**src/rtl/button_shaper_multi.sv**
```systemverilog
// rtl/button_shaper_multi.sv - N-channel button synchroniser, debouncer and auto-repeat pulse shaper
module button_shaper_multi #(
    parameter int N_CH         = 4,
    parameter int DEBOUNCE_CYC = 16,
    parameter int REPEAT_DELAY = 500,
    parameter int REPEAT_RATE  = 100,
    parameter int ACTIVE_LOW   = 1
) (
    input  logic            Clk,
    input  logic            rts,
    input  logic [N_CH-1:0] B_in,
    input  logic [N_CH-1:0] Repeat_en,
    output logic [N_CH-1:0] B_out,
    output logic [N_CH-1:0] B_held
);

    localparam int MAX_A = (DEBOUNCE_CYC > REPEAT_DELAY) ? DEBOUNCE_CYC : REPEAT_DELAY;
    localparam int MAX_P = (MAX_A > REPEAT_RATE) ? MAX_A : REPEAT_RATE;
    localparam int CW    = $clog2(MAX_P) + 1;

    localparam logic [CW-1:0] DEB_LAST   = CW'(DEBOUNCE_CYC - 1);
    localparam logic [CW-1:0] DELAY_LAST = CW'(REPEAT_DELAY - 1);
    localparam logic [CW-1:0] RATE_LAST  = CW'(REPEAT_RATE - 1);

    typedef enum logic [1:0] {IDLE, DEB_P, PRESSED, DEB_R} state_t;

    logic [N_CH-1:0] p_raw;
    logic [N_CH-1:0] s1;
    logic [N_CH-1:0] p_s;

    // Normalise polarity before synchronising so reset can load 0 as "released".
    assign p_raw = (ACTIVE_LOW != 0) ? ~B_in : B_in;

    always_ff @(posedge Clk or negedge rts) begin
        if (!rts) begin
            s1  <= '0;
            p_s <= '0;
        end else begin
            s1  <= p_raw;
            p_s <= s1;
        end
    end

    for (genvar i = 0; i < N_CH; i++) begin : g_ch
        state_t        state;
        logic [CW-1:0] dcnt;
        logic [CW-1:0] rcnt;
        logic          rate_phase;
        logic          out_q;
        logic          held_q;

        assign B_out[i]  = out_q;
        assign B_held[i] = held_q;

        always_ff @(posedge Clk or negedge rts) begin
            if (!rts) begin
                state      <= IDLE;
                dcnt       <= '0;
                rcnt       <= '0;
                rate_phase <= 1'b0;
                out_q      <= 1'b0;
                held_q     <= 1'b0;
            end else begin
                out_q <= 1'b0;
                case (state)
                    IDLE: begin
                        held_q <= 1'b0;
                        if (p_s[i]) begin
                            state <= DEB_P;
                            dcnt  <= '0;
                        end
                    end
                    DEB_P: begin
                        if (!p_s[i]) begin
                            state <= IDLE;
                        end else if (dcnt == DEB_LAST) begin
                            state      <= PRESSED;
                            out_q      <= 1'b1;
                            held_q     <= 1'b1;
                            rcnt       <= '0;
                            rate_phase <= 1'b0;
                        end else begin
                            dcnt <= dcnt + CW'(1);
                        end
                    end
                    PRESSED: begin
                        // A release start wins over a repeat that would fall on the same edge.
                        if (!p_s[i]) begin
                            state <= DEB_R;
                            dcnt  <= '0;
                        end else if (Repeat_en[i]) begin
                            if (rcnt == (rate_phase ? RATE_LAST : DELAY_LAST)) begin
                                out_q      <= 1'b1;
                                rcnt       <= '0;
                                rate_phase <= 1'b1;
                            end else begin
                                rcnt <= rcnt + CW'(1);
                            end
                        end else begin
                            rcnt       <= '0;
                            rate_phase <= 1'b0;
                        end
                    end
                    DEB_R: begin
                        if (p_s[i]) begin
                            state      <= PRESSED;
                            rcnt       <= '0;
                            rate_phase <= 1'b0;
                        end else if (dcnt == DEB_LAST) begin
                            state  <= IDLE;
                            held_q <= 1'b0;
                        end else begin
                            dcnt <= dcnt + CW'(1);
                        end
                    end
                    default: state <= IDLE;
                endcase
            end
        end
    end

endmodule

```
**config.mk**
```make
export PLATFORM = sky130hd
export DESIGN_NAME = button_shaper_multi
export DESIGN_NICKNAME = d
export VERILOG_FILES = /design/src/rtl/button_shaper_multi.sv
export SDC_FILE = /design/constraint.sdc
export NUM_CORES = 1
export LEC_CHECK = 0
export BUFFER_PORTS_ARGS = -buffer_cell sky130_fd_sc_hd__buf_2
export CAP_MARGIN = 20
export CORE_UTILIZATION = 55
export CTS_BUF_LIST = sky130_fd_sc_hd__clkbuf_16
export DETAILED_ROUTE_END_ITERATION = 10
export PLACE_DENSITY = 0.71
export SYNTH_ARGS = -nofsm -noshare
export SYNTH_HDL_FRONTEND = slang
export SYNTH_SLANG_ARGS = --single-unit
```
**constraint.sdc**
```tcl
create_clock -name Clk -period 3.4 [get_ports Clk]
set_input_delay 0.17 -clock Clk [delete_from_list [all_inputs] [get_ports Clk]]
set_output_delay 0.17 -clock Clk [all_outputs]
set_load 0.005 [all_outputs]
```
After elaboration in Yosys (flattened, before gate mapping) --
Index checks and enable logic that the tools add are counted.
Cells by class: add/sub/neg operators 8, equality and inequality tests 64, muxes and demuxes 148, reductions and logical operators 32, bitwise gates (word level) 1
Operators by type and width (count):
- 10-bit two-way mux | 40
- 10-bit case mux with 4 select lines | 4
- 10-bit case mux with 3 select lines | 4
- 10-bit by 1-bit adder with 10-bit output (second input constant) | 8
- 2-bit inequality test (second input constant) | 32
- 1-bit two-way mux | 56
- 2-bit two-way mux | 24
- 10-bit by 4-bit == test with 1-bit output (second input constant) | 4
- 10-bit by 9-bit == test with 1-bit output | 4
- 5-bit AND reduction | 8
- 9-bit two-way mux | 4
- 3-bit inequality test (second input constant) | 12
- 2-bit case mux with 4 select lines | 4
- 4-bit AND reduction | 8
- 1-bit case mux with 3 select lines | 8
- 6-bit AND reduction | 4
- 3-bit nonzero test | 8
- 2-bit == test (second input constant) | 8
- 2-bit by 1-bit == test with 1-bit output (second input constant) | 4
- 2-bit logical NOT | 4
- 1-bit case mux with 2 select lines | 4
- 4-bit inverter | 1
Word-level totals: input port bits 10, register bits 108, output and inout bits 8, logic and storage cells 279

Depth between registers and ports, before layout --
word-level depth 6, gate-level depth with buffers 9, mapped depth without buffers 7

Worst setup path before layout --
Ideal clock, no wire load.
kind flip-flop to flip-flop, start point register g_ch[0].dcnt[6], end point register g_ch[0].rcnt[3], setup time 121 ps, period minus slack after synthesis 2324 ps, buffers on the path 1, arrival time 2203 ps, data required time 3279 ps, cell stages (with the launch flop) 7, path slack 1076 ps, cells stage by stage dfrtp_1 > or4_4 > or4_4 > a211o_1 > buf_2 > a21o_1 > a22o_1
Between the ends: cells in the longest elaborated chain, start to end 3
RTL lines:
- start, declared | RTL line 46 | logic [CW-1:0] dcnt;
- start signal, assigned | RTL line 83 | dcnt <= dcnt + CW'(1);
- start signal, assigned | RTL line 113 | dcnt <= dcnt + CW'(1);
- 10-bit by 4-bit == test with 1-bit output | RTL line 76 | end else if (dcnt == DEB_LAST) begin
- 2-bit inequality test (no line)
- 5-bit AND reduction (no line)
- end signal, assigned | RTL line 97 | rcnt <= rcnt + CW'(1);
- end, declared | RTL line 47 | logic [CW-1:0] rcnt;
No other way between the ends. A chain may end at the register's enable or synchronous reset.

Final worst setup path --
start point register g_ch[3].dcnt[4], end point register g_ch[3].rcnt[6]
Between the ends: cells in the longest elaborated chain, start to end 3
RTL lines (RTL line):
- start, declared | 46
- start signal, assigned | 83
- start signal, assigned | 113
- 10-bit by 4-bit == test with 1-bit output | 76
- 2-bit inequality test (no line)
- 5-bit AND reduction (no line)
- end signal, assigned | 97
- end, declared | 47
No other way between the ends.

==> flow_summary.toml <==
[grt]
grt_max_degree = 78
track_usage = 0.221
grt_overflow_total = 0
grt_pass1_vias = 4601
grt_pass1_wl_um = 20600
antenna_found_initial = 0

[floorplan]
fp-row-count = 38
boundaryPins = 18
die_h_um = 108
coreArea_mm2 = 0.0108
die-area_mm2 = 0.0116
die_width_um = 108
start_util = 0.565

[timing]
slew_violations = 0
final-hold-violation-count = 0
fin_crit_sh = 0.730
setup_viol_count_final = 0
maxSlewHeadroom = 0.381
tightest_slew_ps = 921
rsz0062_at_grt = "false"
timing.fmax_mhz = 403
final.setup.tns_ps = 0
fin_crit_ps = 2480
clock_skew_ps = 4.99

[drt]
drt_wl_total_um = 11800
vias = 4889
vias_per_cell = 6.04
drc_errors = 0
dr.first_iter.drc_count = 312
top_layer_used = "met4"
drt-met1-wl_um = 5590
drtAntennaViolNets = 0
met3_length_um = 399
dr_wl_met2_um = 5690
drtPass1Iterations = 5
wire_per_inst_um = 14.6

[synth]
synth_top_area_frac = 0.441
synth_top_area_cell = "dfrtp_1"
yosysSeqAreaShare = 0.441
synth_edf_count = 0
syn_nets = 694
yosys_warnings = 0
synth.distinct_cells = 64
syn-cell-area_mm2 = 0.00612
synth_top_flop_cell = "dfrtp_1"
synth_cells = 658
ys_ff_latch = 108
syn_area_per_cell_um2 = 9.30
synth.area.top_cells = "dfrtp_1, ha_1, o21ai_0"
synthArstFlopShare = 1.00

[clocking]
cts_tree = "yes"
ctsHoldBuffers = 5
clkSinkCount = 108
clockBufferDepth = 2
ctsResizeCount = 0
htreeDepth = 3
cts-root-buf = "clkbuf_16"
cts_buffers = 9
cts_setup_buffers = 0
clk_pin_slew_worst_paths_ps = 70
clock_latency_ps = 350

[critical_path]
critPathRequiredTime_ps = 3640
criticalPathCategory = "flip-flop to flip-flop"
worstReg2RegStart = "g_ch[3].dcnt[4]"
startpoint = "g_ch[3].dcnt[4]"
worst-path-max-fanout = 8
crit_path_start_kind = "flip-flop"
cp-end-kind = "flip-flop"
crit_arrival_ps = 2730

[final_layout]
drive_above_1_share = 0.0942
final_common_cell = "dfrtp_1"
design_area_mm2 = 0.00661
final_nets = 700
diodes = 0
most-common-layout-cells = "dfrtp_1, nor2_1, o21ai_0"
final_util = 0.609
nFillCells = 890
areaGrowthSynthToFinish_pct = 7.91

[run_status]
outcome = "finished, final reports clean"

[placed_design]
gp_congestion = 0.918
io_buffers = 17
place_hpwl_um = 8260
dpl-instance-area_mm2 = 0.00627

[power]
ir_drop_mv = 0.465
power-per-cell-area_mw_per_mm2 = 622
p_leak_uw = 0.00285

[min_path]
worstHoldStart = "Repeat_en[3]"
hp-class = "input pin to flip-flop"

[flow_run]
maxCapViolations = 0
[synth_stat cells (3+ instances only)]
library cell / n
o41ai_1: 3
buf_4: 8
a311oi_1: 3
mux2i_1: 3
inv_1: 18
a211o_1: 3
o21a_1: 6
a31o_2: 3
or4b_2: 3
and2_1: 6
o211ai_1: 4
a21oi_1: 28
ha_1: 26
or4_1: 7
nand4_1: 5
o31ai_1: 14
or3_1: 8
o21ai_0: 60
clkbuf_1: 19
a22o_1: 10
xnor2_1: 14
nor3_1: 32
a21o_1: 5
nor3b_1: 8
nor4_1: 7
nor2_1: 64
nand3_1: 45
xor2_1: 9
and3_1: 14
a211oi_1: 4
dfrtp_1: 108
nand2_1: 51
nand2b_1: 6
or2_2: 5
nand4b_1: 7
[routing by layer]
metal,GRT usage,vias up
li1,-,2428
met1,0.278,2359
met2,0.376,88
met3,0.0448,14
met4,0.0793,0
met5,0,-
[path summary, 6_finish.rpt]
kind / to / slack (ps) / cells after the start
max in group asynchronous: p_s[0] / 2380 / 3
min in group asynchronous: g_ch[3].rcnt[8] / 290 / 2
hold / removal: g_ch[3].rate_phase / 150 / 3
setup / recovery: g_ch[3].rcnt[6] / 920 / 5
setup reg to reg: g_ch[3].rcnt[6] / 920 / 5
hold reg to reg: p_s[0] / 350 / 0
[cells by family (layout without fill, tap and decap cells)]
logic type	Yosys count	in the layout	synth area share
flops	108	108	0.441
buf+inv	47	58	0.0341
simple gates	283	283	0.240
mux	5	5	0.00858
compound gates	166	166	0.190
fa+ha+maj	26	26	0.0531
xor+xnor	23	23	0.0329
[worst max-delay path, stage by stage (launching register included)]
cell and delay, ps:
dfrtp_1 430, nor4_1 440, nand3b_1 320, a211oi_1 710
o21ai_0 210, a22o_1 270
[per-stage QoR]
stage	setup slack (ps)	hold slack, ps	total power, µW	cells
2_1_floorplan	1080	-126	2770	658
3_3_place_gp	983	133	3050	788
3_5_place_dp	933	136	3120	788
4_1_cts	934	138	4150	809
5_1_grt	721	175	4420	809
6_report	919	154	4110	809
[cell type report]
type                            count  area (µm²)  share of cell area
Multi-Input combinational cell    503        3210               0.486
Sequential cell                   108        2700               0.409
Clock buffer                        9         225              0.0341
Tap cell                          140         175              0.0265
Timing Repair Buffer               24         165              0.0250
Inverter                           18        67.6              0.0102
Clock inverter                      7        60.1             0.00909
[registers in the layout, summed over array words and instances, names as in the netlist, named ones only]
| name | cells |
|---|---|
| g_ch.rate_phase | 4 |
| g_ch.state | 4 |
| s1 | 4 |
| g_ch.out_q | 4 |
| g_ch.rcnt | 40 |
| g_ch.held_q | 4 |
| g_ch.dcnt | 40 |
| p_s | 4 |
[where the power goes]
group	internal, µW	leakage (µW)	switching, µW
Combinational	526	0.00124	1020
Sequential	1420	0.00146	143
Clock	510	0.000137	495
Total	2450	0.00284	1660
Power figures use the tool's default switching activity.
